**config.mk**
```make
export PLATFORM = sky130hd
export DESIGN_NAME = drbg_keystream_buffer
export DESIGN_NICKNAME = d
export VERILOG_FILES = /design/src/rtl/drbg_keystream_buffer.sv
export SDC_FILE = /design/constraint.sdc
export NUM_CORES = 1
export LEC_CHECK = 0
export ABC_AREA = 1
export CAP_MARGIN = 20
export CORE_MARGIN = 2
export CORE_UTILIZATION = 56
export CTS_CLUSTER_DIAMETER = 30
export DETAILED_ROUTE_END_ITERATION = 6
export GPL_TIMING_DRIVEN = 1
export PLACE_DENSITY = 0.8
export SLEW_MARGIN = 20
export SYNTH_ARGS = -nofsm -noshare
export SYNTH_HDL_FRONTEND = slang
export SYNTH_SLANG_ARGS = --single-unit
```
**constraint.sdc**
```tcl
create_clock -name clk -period 16.4 [get_ports clk]
set_input_delay 3.28 -clock clk [delete_from_list [all_inputs] [get_ports clk]]
set_output_delay 3.28 -clock clk [all_outputs]
set_load 0.005 [all_outputs]
```
**src/rtl/drbg_keystream_buffer.sv**
```systemverilog
`timescale 1ns/1ps
// Buffers 256-bit DRBG words in a small FIFO and serializes them LSB-first
// into narrow key slices with a valid/ready handshake.
module drbg_keystream_buffer #(
    parameter int DATA_WIDTH = 256,
    parameter int OUT_WIDTH  = 8,
    parameter int DEPTH      = 2
) (
    input  logic                        clk,
    input  logic                        reset,
    input  logic                        drbg_init_ready,
    output logic                        next_bits,
    input  logic                        next_bits_ready,
    input  logic [DATA_WIDTH-1:0]       random_bits,
    input  logic                        flush,
    output logic                        key_valid,
    input  logic                        key_ready,
    output logic [OUT_WIDTH-1:0]        key_data,
    output logic [$clog2(DEPTH):0]      words_level,
    output logic                        underrun
);

    localparam int PTR_W  = $clog2(DEPTH);
    localparam int LVL_W  = PTR_W + 1;
    localparam int SLICES = DATA_WIDTH / OUT_WIDTH;
    localparam int IDX_W  = (SLICES > 1) ? $clog2(SLICES) : 1;
    localparam logic [LVL_W-1:0] FULL_LVL = LVL_W'(DEPTH);
    localparam logic [IDX_W-1:0] LAST_IDX = IDX_W'(SLICES - 1);

    typedef enum logic [1:0] {
        IDLE,
        REQ,
        DRAIN
    } state_t;

    state_t                  state;
    logic [DATA_WIDTH-1:0]   mem [DEPTH];
    logic [PTR_W-1:0]        wr_ptr;
    logic [PTR_W-1:0]        rd_ptr;
    logic [IDX_W-1:0]        slice_idx;
    logic                    capture;
    logic                    wr_en;
    logic                    consume;
    logic                    last_slice;
    logic [DATA_WIDTH-1:0]   head_word;

    // A flush in the capture cycle discards the word, but the FSM still sees the handshake.
    assign capture    = (state == REQ) && next_bits_ready;
    assign wr_en      = capture && !flush;
    assign key_valid  = (words_level != '0);
    assign consume    = key_valid && key_ready;
    assign last_slice = consume && (slice_idx == LAST_IDX);
    assign head_word  = mem[rd_ptr];
    assign key_data   = key_valid ? head_word[int'(slice_idx)*OUT_WIDTH +: OUT_WIDTH] : '0;

    always_ff @(posedge clk or posedge reset) begin
        if (reset) begin
            state     <= IDLE;
            next_bits <= 1'b0;
        end else begin
            case (state)
                IDLE: begin
                    if (drbg_init_ready && (words_level < FULL_LVL)) begin
                        state     <= REQ;
                        next_bits <= 1'b1;
                    end
                end
                REQ: begin
                    if (next_bits_ready) begin
                        state     <= DRAIN;
                        next_bits <= 1'b0;
                    end
                end
                // Wait for the DRBG to drop its ready level so one word is never taken twice.
                DRAIN: begin
                    if (!next_bits_ready) begin
                        state <= IDLE;
                    end
                end
                default: begin
                    state     <= IDLE;
                    next_bits <= 1'b0;
                end
            endcase
        end
    end

    // Word storage carries no reset; validity is tracked by words_level alone.
    always_ff @(posedge clk) begin
        if (wr_en) begin
            mem[wr_ptr] <= random_bits;
        end
    end

    always_ff @(posedge clk or posedge reset) begin
        if (reset) begin
            wr_ptr      <= '0;
            rd_ptr      <= '0;
            slice_idx   <= '0;
            words_level <= '0;
            underrun    <= 1'b0;
        end else if (flush) begin
            wr_ptr      <= '0;
            rd_ptr      <= '0;
            slice_idx   <= '0;
            words_level <= '0;
            underrun    <= 1'b0;
        end else begin
            if (wr_en) begin
                wr_ptr <= wr_ptr + 1'b1;
            end
            if (last_slice) begin
                slice_idx <= '0;
                rd_ptr    <= rd_ptr + 1'b1;
            end else if (consume) begin
                slice_idx <= slice_idx + 1'b1;
            end
            case ({wr_en, last_slice})
                2'b10:   words_level <= words_level + 1'b1;
                2'b01:   words_level <= words_level - 1'b1;
                default: words_level <= words_level;
            endcase
            if (key_ready && !key_valid) begin
                underrun <= 1'b1;
            end
        end
    end

endmodule

```
# [Yosys cells after proc, flatten, opt, wreduce, memory -nomap -nowiden]
# Memory sizes are Yosys's and may differ from the RTL's.
# Cells that the tools add are included.
[totals] ramBits=512 register_bits=13 word_cells=62 memories=1
[memory_table] memory="mem" words=2 word_bits=256 read_ports=1 rd_ports_with_merged_regs=0 wr=1 line_no="37" rtl="logic [DATA_WIDTH-1:0] mem [DEPTH];"
[op_classes] eq_ne=8 shift=1 muxes=21 n_bitwise=1 add_sub_neg=5 n_reduce_logical=17 magnitude_cmp=1
[op_table] cell="$shiftx 256x9->8" count=1
[op_table] cell="$mux 5" count=3
[op_table] cell="$mux 1" count=10
[op_table] cell="$mux 2" count=4
[op_table] cell="$mux 8" count=1
[op_table] cell="$reduce_bool 2->1" count=4
[op_table] cell="$logic_and 1x1->1" count=6
[op_table] cell="$ne 2x2->1 const B" count=3
[op_table] cell="$pmux 2 s3" count=1
[op_table] cell="$reduce_and 3->1" count=2
[op_table] cell="$reduce_bool 3->1" count=2
[op_table] cell="$add 5x1->5 const B" count=1
[op_table] cell="$eq 5x5->1 const B" count=1
[op_table] cell="$eq 2x1->1 const B" count=2
[op_table] cell="$eq 2x2->1 const B" count=2
[op_table] cell="$pmux 2 s2" count=1
[op_table] cell="$pmux 1 s3" count=1
[op_table] cell="$add 1x1->1 const B" count=2
[op_table] cell="$add 2x1->2 const B" count=1
[op_table] cell="$logic_not 1->1" count=2
[op_table] cell="$logic_not 2->1" count=1
[op_table] cell="$lt 2x2->1 const B" count=1
[op_table] cell="$sub 2x1->2 const B" count=1
[op_table] cell="$not 1->1" count=1

# [Longest topological paths before layout]
# Gate-level depths: netlist of run 1.
[logic_depth] word_depth=6 depth_mapped=14 ltp_nobuf=11

# [Worst setup path after synthesis of run 1]
# OpenSTA, ideal clock, no wires.
[synth_path] path_type="input -> register" start="input next_bits_ready" end="memory mem[0][0] (enable)" slack_ps=1346 stages=4 arrival_time_ps=14177 required_time_ps=15523 setup_ps=877 path_cell_list="nand3_1 > inv_1 > nand2_1 > nor2_1"
[synth_via] elab_chain_cells=4
[synth_lines] element="start, declared" line_no="13" rtl="input logic next_bits_ready,"
[synth_lines] element="$logic_and 1x1->1" line_no="48" rtl="assign capture = (state == REQ) && next_bits_ready;"
[synth_lines] element="$logic_and 1x1->1" line_no="49" rtl="assign wr_en = capture && !flush;"
[synth_lines] element="$mux 1" line_no="90" rtl="if (wr_en) begin"
[synth_lines] element="$mux 1 (not written as such)" line_no="91" rtl="mem[wr_ptr] <= random_bits;"
[synth_lines] element="end, declared" line_no="37"
# Every way passes these cells.

# [Worst setup path after layout of run 1]
[layout_path] start="register slice_idx[0]" end="output key_data[7]"
[layout_via] elab_chain_cells=2
[layout_lines] element="start, declared" line_no="40" rtl="logic [IDX_W-1:0] slice_idx;"
[layout_lines] element="start signal, assigned" line_no="116" rtl="slice_idx <= slice_idx + 1'b1;"
[layout_lines] element="$shiftx 256x9->8" line_no="54" rtl="assign key_data = key_valid ? head_word[int'(slice_idx)*OUT_WIDTH +: OUT_WIDTH] : '0;"
[layout_lines] element="$mux 8" line_no="54"
[layout_lines] element="end, declared" line_no="18" rtl="output logic [OUT_WIDTH-1:0] key_data,"
# Every way passes these cells.

==> flow_summary.json, run 1 <==
{
  "fill_cells": 2518,
  "path_clk_slew_ns": 0.05,
  "vdd_ir_drop_max_mv": 0.0965,
  "ys_types": 25,
  "io_buffers": 274,
  "tns_ns": 0,
  "dpl_cell_area_sq_mm": 0.0251,
  "core_area_sq_mm": 0.0395,
  "worstPathMaxFanout": 70,
  "post-route-period-util": 0.495,
  "rsz0062_at_grt": "false",
  "syn2layout_area_growth_pct": 27.4,
  "ios": 275,
  "crit_path_top_delay_cell": "nand3_2",
  "dieArea_sq_mm": 0.0413,
  "drive_gt1_frac": 0.0751,
  "yosys-top-cells-count": "nand2_1, edfxtp_1, nand3_1",
  "critPathKind": "flop to output pin",
  "synth_top_area_cell": "edfxtp_1",
  "wl_per_cell_um": 19.9,
  "maxCapViolCount": 0,
  "drv_slew": 0,
  "ys_ff_latch": 525,
  "slew_headroom": 0.265,
  "cts-root-buf": "clkbuf_16",
  "fin_area_sq_mm": 0.0283,
  "dieHeight_um": 203,
  "cp.arrival_ns": 4.85,
  "clock_latency_ns": 0.61,
  "firstDrtPassIters": 6,
  "vias": 16200,
  "start_kind": "flop",
  "hold_buffers": 0,
  "p_leak_uw": 0.0115,
  "synthArstFlopShare": 0.0248,
  "cellPowerDensity_mw_per_mm2": 145,
  "routed_via_density": 5.47,
  "post-route-min-period_ns": 8.13,
  "place.gp.congestion": 0.857,
  "grt_overflow": 0,
  "hold_class": "flop to flop",
  "fin_skew_ns": 0.0369,
  "cts_buffers": 92,
  "end_kind": "output pin",
  "finalSetupViolCount": 0,
  "cts_setup_buffers": 0,
  "grt_pass1_wl_mm": 88.5,
  "path_cells": "buf_4 > nand3_2 > a21oi_1 > nor2_1 > nand2_1 > inv_1 > nand2_1 > nand3_1 > a21oi_1 > clkdlybuf4s50_1",
  "critPathRequiredTime_ns": 13.12,
  "syn_inst": 2081,
  "syn_area_per_cell_sq_um": 10.7,
  "htree_num_levels": 3,
  "hold_violations": 0,
  "clock-sinks": 525,
  "cts.repair.resized": 0,
  "die_w_um": 203,
  "first_global_vias": 16000,
  "drtIter0Drc": 2095,
  "ys.flop_type": "edfxtp_1",
  "hold_ws_ns": 0.528,
  "status": "finished, final reports clean",
  "worst_pin_slew_ns": 1.10,
  "ant_nets": 0,
  "slowest_delay_ns": 0.93,
  "synthesis.area_sq_mm": 0.0222,
  "seq_area_frac_synth": 0.706,
  "netlist_top_cells_area": "edfxtp_1, nand2_1, nand3_1, inv_1, nor2_1",
  "grt_max_degree": 216,
  "grtUsageTotal": 0.285,
  "rows": 73,
  "yosys_warnings": 0,
  "cts_tree": "yes",
  "synth.most_common_cell": "nand2_1",
  "initial_core_util": 0.564,
  "hpwl_mm": 36.3,
  "syn_nets": 2345,
  "antenna_found_initial": 1,
  "drc": 0,
  "synth_edf_count": 512,
  "clockBufferDepth": 3,
  "wl_mm": 59.0,
  "yosysTopAreaCellShare": 0.691,
  "nets": 2624,
  "fmax_mhz": 123
}
-- flip-flops by register name, indices dropped and copies added, names as in the netlist --
name         count
slice_idx        5
rd_ptr           1
state            2
next_bits        1
mem            512
wr_ptr           1
words_level      2
underrun         1
-- final cells by class --
type	count	area, sq um	area share
Timing Repair Buffer	287	2890	0.102
Multi-Input combinational cell	1263	5140	0.182
Tap cell	525	657	0.0232
Sequential cell	525	15700	0.554
Clock inverter	68	779	0.0275
Inverter	191	726	0.0256
Clock buffer	102	2430	0.0859
Antenna cell	1	2.50	0.0000883
-- per-layer routing --
layer,routed length [um],GRT usage,vias to the layer above
li1,-,-,7422
met1,21800,0.377,7637
met2,28500,0.457,1023
met3,6430,0.0639,132
met4,2290,0.125,0
met5,0,0,-
-- report_power, final --
part	total (uW)	switching (uW)	leakage (uW)	internal, uW
registers	1610	39.6	0.00479	1570
logic	562	365	0.00514	197
clock network	1940	660	0.00157	1280
total	4110	1060	0.0115	3050
-- cell families after synthesis --
family,count (synthesis),share of synthesized area
compound gates,76,0.0172
xor+xnor,1,0.000394
fa+ha+maj,2,0.00112
simple gates,1184,0.212
buf+inv,293,0.0640
flops,525,0.706
-- worst max-delay path: cells and delay by family (launching register included) --
family | cells | cell delay [ns]
buffers and inverters | 3 | 1.46
AND/OR/NAND/NOR | 5 | 1.34
flip-flops | 1 | 0.78
AO/OA/AOI/OAI | 2 | 0.59
-- cells in the final DEF, fill, tap and decap left out, types with 8 or more instances in the layout --
| cell type | instances |
|---|---|
| nand2_1 | 895 |
| edfxtp_1 | 512 |
| clkdlybuf4s50_1 | 274 |
| nand3_1 | 189 |
| inv_1 | 185 |
| clkbuf_16 | 95 |
| nor2_1 | 89 |
| a21oi_1 | 45 |
| o21ai_0 | 29 |
| clkinv_2 | 19 |
| bufinv_16 | 13 |
| inv_6 | 11 |
| dfrtp_1 | 11 |
| clkinv_1 | 10 |
| buf_4 | 9 |
| clkinvlp_4 | 8 |
-- path summary, 6_finish.rpt --
| path | from | to | slack, ns | cells after the start |
|---|---|---|---|---|
| setup / recovery | slice_idx[0] | key_data[7] | 8.27 | 10 |
| hold / removal | underrun | underrun | 0.53 | 2 |
| setup reg to reg | slice_idx[0] | slice_idx[3] | 13.17 | 4 |
| hold reg to reg | underrun | underrun | 0.53 | 2 |
| max in group asynchronous | reset | slice_idx[0] | 12.97 | 2 |
| min in group asynchronous | reset | slice_idx[1] | 3.01 | 2 |
-- per-stage QoR --
stage	util	instances	total power (uW)	setup slack, ns
2_1_floorplan	-	2081	1980	1.35
3_3_place_gp	0.636	2790	2160	9.10
3_5_place_dp	0.636	2790	2170	9.08
4_1_cts	0.717	2960	4110	8.35
5_1_grt	0.718	2962	4240	8.13
6_report	0.718	2962	4110	8.27
Note: power is estimated with default switching activity, not from simulation.
==> run 2, diff against run 1 <==
- clock period: 16.4 -> 7.7 ns (I/O delays scaled with it)
==> flow_summary.json, run 2 (synthesis gave the netlist of run 1 again) <==
{
  "place.gp.congestion": 0.837,
  "grt_pass1_wl_mm": 90.4,
  "status": "finished, final reports clean",
  "regMostFlops": "mem",
  "cts_buffers": 97,
  "io_buffers": 274,
  "start_kind": "flop",
  "syn2layout_area_growth_pct": 27.7,
  "nets": 2629,
  "core_area_sq_mm": 0.0395,
  "maxCapViolCount": 0,
  "finalSetupViolCount": 0,
  "wl_per_cell_um": 20.1,
  "reg.largest.list": "mem x512, slice_idx x5",
  "layout_common_cells": "nand2_1, edfxtp_1, clkdlybuf4s50_1",
  "crit_family": "buffers and inverters",
  "die_w_um": 203,
  "crit_path_top_delay_cell": "inv_8",
  "vdd_ir_drop_max_mv": 0.201,
  "crit_buf_inv": 4,
  "routed_via_density": 5.42,
  "clock-sinks": 525,
  "cts_tree": "yes",
  "cts.repair.resized": 0,
  "fmax_mhz": 164,
  "worst_pin_slew_ns": 1.11,
  "rsz0062_at_grt": "false",
  "grtUsageTotal": 0.291,
  "fin_area_sq_mm": 0.0284,
  "grt_overflow": 0,
  "slowest_delay_ns": 0.81,
  "post-route-min-period_ns": 6.09,
  "rows": 73,
  "clock_latency_ns": 0.61,
  "fin_skew_ns": 0.0247,
  "firstDrtPassIters": 6,
  "drc": 0,
  "path_cells": "inv_8 > buf_4 > nand2_1 > nand2_1 > nand2_1 > nand2_1 > nor2_1 > nand2_1 > inv_1 > nand2_1 > nand3_1 > a21oi_1 > clkdlybuf4s50_1",
  "slew_headroom": 0.260,
  "hpwl_mm": 36.2,
  "post-route-period-util": 0.791,
  "drv_slew": 0,
  "drtIter0Drc": 1835,
  "dpl_cell_area_sq_mm": 0.0251,
  "hold_class": "flop to flop",
  "clockBufferDepth": 3,
  "critPathRequiredTime_ns": 6.16,
  "dieArea_sq_mm": 0.0413,
  "vias": 16100,
  "path_clk_slew_ns": 0.05,
  "initial_core_util": 0.564,
  "end_kind": "output pin",
  "ant_nets": 0,
  "drive_gt1_frac": 0.0752,
  "cellPowerDensity_mw_per_mm2": 312,
  "hold_buffers": 0,
  "wl_mm": 59.7,
  "antenna_found_initial": 2,
  "critPathMostFrequentCell": "nand2_1",
  "first_global_vias": 16200,
  "cts_setup_buffers": 0,
  "worstPathMaxFanout": 187,
  "layout_commonest_cell": "nand2_1",
  "grt_max_degree": 188,
  "cts-root-buf": "clkbuf_16",
  "critPathKind": "flop to output pin",
  "hold_ws_ns": 0.508,
  "tns_ns": 0,
  "htree_num_levels": 3,
  "finish.utilization": 0.720,
  "cp.arrival_ns": 4.55,
  "largest_reg_flops": 512,
  "ios": 275,
  "dieHeight_um": 203,
  "p_leak_uw": 0.0115,
  "fill_cells": 2578,
  "hold_violations": 0,
  "power_uw": 8850
}
## run 2: cell types whose count changed in the layout (fill, tap and decap cells not counted), sizes merged
cell / delta
diode: +2
bufinv: -2
clkinv: +8
inv: -6
clkinvlp: +4
clkbuf: +7
## run 2: through the flow
stage               instances  worst slack, ns
floorplan                2081             1.57
global placement         2791             2.36
detailed placement       2791             2.35
CTS                      2972             1.69
global route             2974             1.43
finish                   2975             1.61
## run 2: final cells by class
cell class                 count  area, sq um  area share
antenna                        3         7.51    0.000264
clock buffer                 109         2540      0.0893
clock inverter                72          736      0.0259
inverter                     191          726      0.0255
multi-input combinational   1263         5140       0.181
sequential                   525        15700       0.553
tap                          525          657      0.0231
timing repair buffer         287         2890       0.102
## run 2: worst paths after layout
check | startpoint | endpoint | slack [ns] | depth (start not counted)
setup / recovery | rd_ptr | key_data[3] | 1.61 | 13
hold / removal | underrun | underrun | 0.51 | 2
setup reg to reg | slice_idx[0] | words_level[0] | 4.53 | 11
hold reg to reg | underrun | underrun | 0.51 | 2
max in group asynchronous | reset | slice_idx[0] | 5.96 | 2
min in group asynchronous | reset | next_bits | 1.30 | 2
## run 2: report_power, final
group          leakage, uW  switching (uW)  total [uW]  internal, uW
sequential         0.00479            94.5        3440          3340
clock              0.00158            1430        4180          2740
combinational      0.00514             821        1240           418
## run 2: metal layers
layer  global-route usage  wire length [um]  vias to the layer above
met2                0.479             29300                      928
met4                0.128              2210                        0
met1                0.382             22000                     7616
met5                    0                 0                        -
met3               0.0507              6230                      144
li1                     -                 -                     7431
## run 2: worst min-delay path, cell delays in order (launching register included)
cell	delay, ns
dfrtp_1	0.33
a21oi_1	0.05
nor2_1	0.08
==> run 3, diff against run 2 <==
- clock period: 7.7 -> 6 ns (I/O delays scaled with it)
==> flow_summary.json, run 3 (synthesis gave the netlist of run 1 again) <==
{
  "wl_mm": 60.4,
  "grt_max_degree": 181,
  "power_uw": 11800,
  "clock-sinks": 525,
  "routed_via_density": 5.44,
  "grt_pass1_wl_mm": 90.7,
  "hold_end": "underrun",
  "crit_path_top_delay_cell": "dfrtp_4",
  "drive_gt1_frac": 0.0791,
  "layout_common_cells": "nand2_1, edfxtp_1, clkdlybuf4s50_1",
  "hold_depth": 2,
  "crit_family": "buffers and inverters",
  "layout_commonest_cell": "nand2_1",
  "status": "finished, final reports clean",
  "critPathKind": "flop to output pin",
  "vdd_ir_drop_max_mv": 0.265,
  "nets": 2639,
  "r2r-start": "slice_idx[3]",
  "worstPathMaxFanout": 63,
  "dieArea_sq_mm": 0.0413,
  "tns_ns": 0,
  "cts_setup_buffers": 0,
  "post-route-period-util": 0.925,
  "hold_buffers": 0,
  "io_buffers": 274,
  "htree_num_levels": 3,
  "first_global_vias": 16200,
  "rrSetupSlack_ns": 3.10,
  "firstDrtPassIters": 5,
  "clock_latency_ns": 0.63,
  "ant_nets": 0,
  "r2r-end": "words_level[0]",
  "cts_tree": "yes",
  "grt_overflow": 0,
  "largest_reg_flops": 512,
  "cp.arrival_ns": 4.35,
  "reg.largest.list": "mem x512, slice_idx x5",
  "drv_slew": 0,
  "ios": 275,
  "rsz0062_at_grt": "false",
  "drtIter0Drc": 1611,
  "post-route-min-period_ns": 5.55,
  "clockBufferDepth": 3,
  "setup_slack_ns": 0.450,
  "fmax_mhz": 180,
  "core_area_sq_mm": 0.0395,
  "cts-root-buf": "clkbuf_16",
  "finalSetupViolCount": 0,
  "maxCapViolCount": 0,
  "vias": 16300,
  "end_kind": "output pin",
  "hold_ws_ns": 0.508,
  "cts_buffers": 105,
  "hold_class": "flop to flop",
  "rr_worst_depth": 9,
  "crit_buf_inv": 3,
  "dpl_worst_slack_ns": 1.27,
  "syn2layout_area_growth_pct": 29.4,
  "final-instance-count-excl-fill": 2995,
  "post-place-cells": 2793,
  "slew_headroom": 0.306,
  "initial_core_util": 0.564,
  "drc": 0,
  "wl_per_cell_um": 20.2,
  "p_leak_uw": 0.0117,
  "critPathRequiredTime_ns": 4.80,
  "min_from": "underrun",
  "place.gp.congestion": 0.856,
  "slowest_delay_ns": 0.73,
  "die_w_um": 203,
  "path_clk_slew_ns": 0.05,
  "critPathMostFrequentCell": "nand3_1",
  "antenna_found_initial": 2,
  "fin_skew_ns": 0.0242,
  "hpwl_mm": 37.8,
  "rows": 73,
  "grtUsageTotal": 0.292,
  "cellPowerDensity_mw_per_mm2": 410,
  "worst_pin_slew_ns": 1.04,
  "dieHeight_um": 203,
  "hold_violations": 0,
  "regMostFlops": "mem",
  "start_kind": "flop",
  "cts.repair.resized": 0,
  "path_cells": "clkinv_2 > buf_4 > nand2_1 > nand3_1 > nand3_1 > nand2_1 > nand3_1 > a21oi_1 > clkdlybuf4s50_1",
  "setup.worst_path.start": "slice_idx[0]"
}
-- run 3: final cells by class --
type | instances | area [sq um]
antenna | 6 | 15.0
clock buffer | 116 | 2670
clock inverter | 80 | 940
fill | 2581 | 10700
inverter | 191 | 726
multi-input combinational | 1263 | 5140
sequential | 525 | 15700
tap | 525 | 657
timing repair buffer | 289 | 2930
-- run 3: worst max path at each step --
stage,slack (ns),cells past startpoint,endpoint
floorplan,0.21,4,mem[0][0]
global placement,1.25,9,key_data[0]
detailed placement,1.27,9,key_data[0]
CTS,0.57,9,key_data[0]
global route,0.42,9,key_data[2]
finish,0.45,9,key_data[0]
-- run 3: metrics by stage --
step | util | instance area [sq um]
after floorplan | - | 22300
after global placement | 0.638 | 25200
after detailed placement | 0.638 | 25200
after CTS | 0.729 | 28800
after global routing | 0.729 | 28800
final | 0.730 | 28800
-- run 3: power breakdown --
part	leakage [uW]	switching (uW)	internal [uW]	total, uW
Combinational	0.00516	1060	539	1600
Clock	0.00172	1920	3890	5820
Sequential	0.00479	107	4290	4400
Total	0.0117	3090	8720	11800
-- run 3: tightest hold or removal path, stage by stage (launching register included) --
cell	delay [ns]
dfrtp_1	0.34
a21oi_1	0.04
nor2_1	0.08
-- run 3: layer usage --
metal	track usage	up-vias	wire (um)
li1	-	7469	-
met1	0.382	7782	22300
met2	0.483	914	29900
met3	0.0630	128	6300
met4	0.112	0	1920
met5	0	-	0
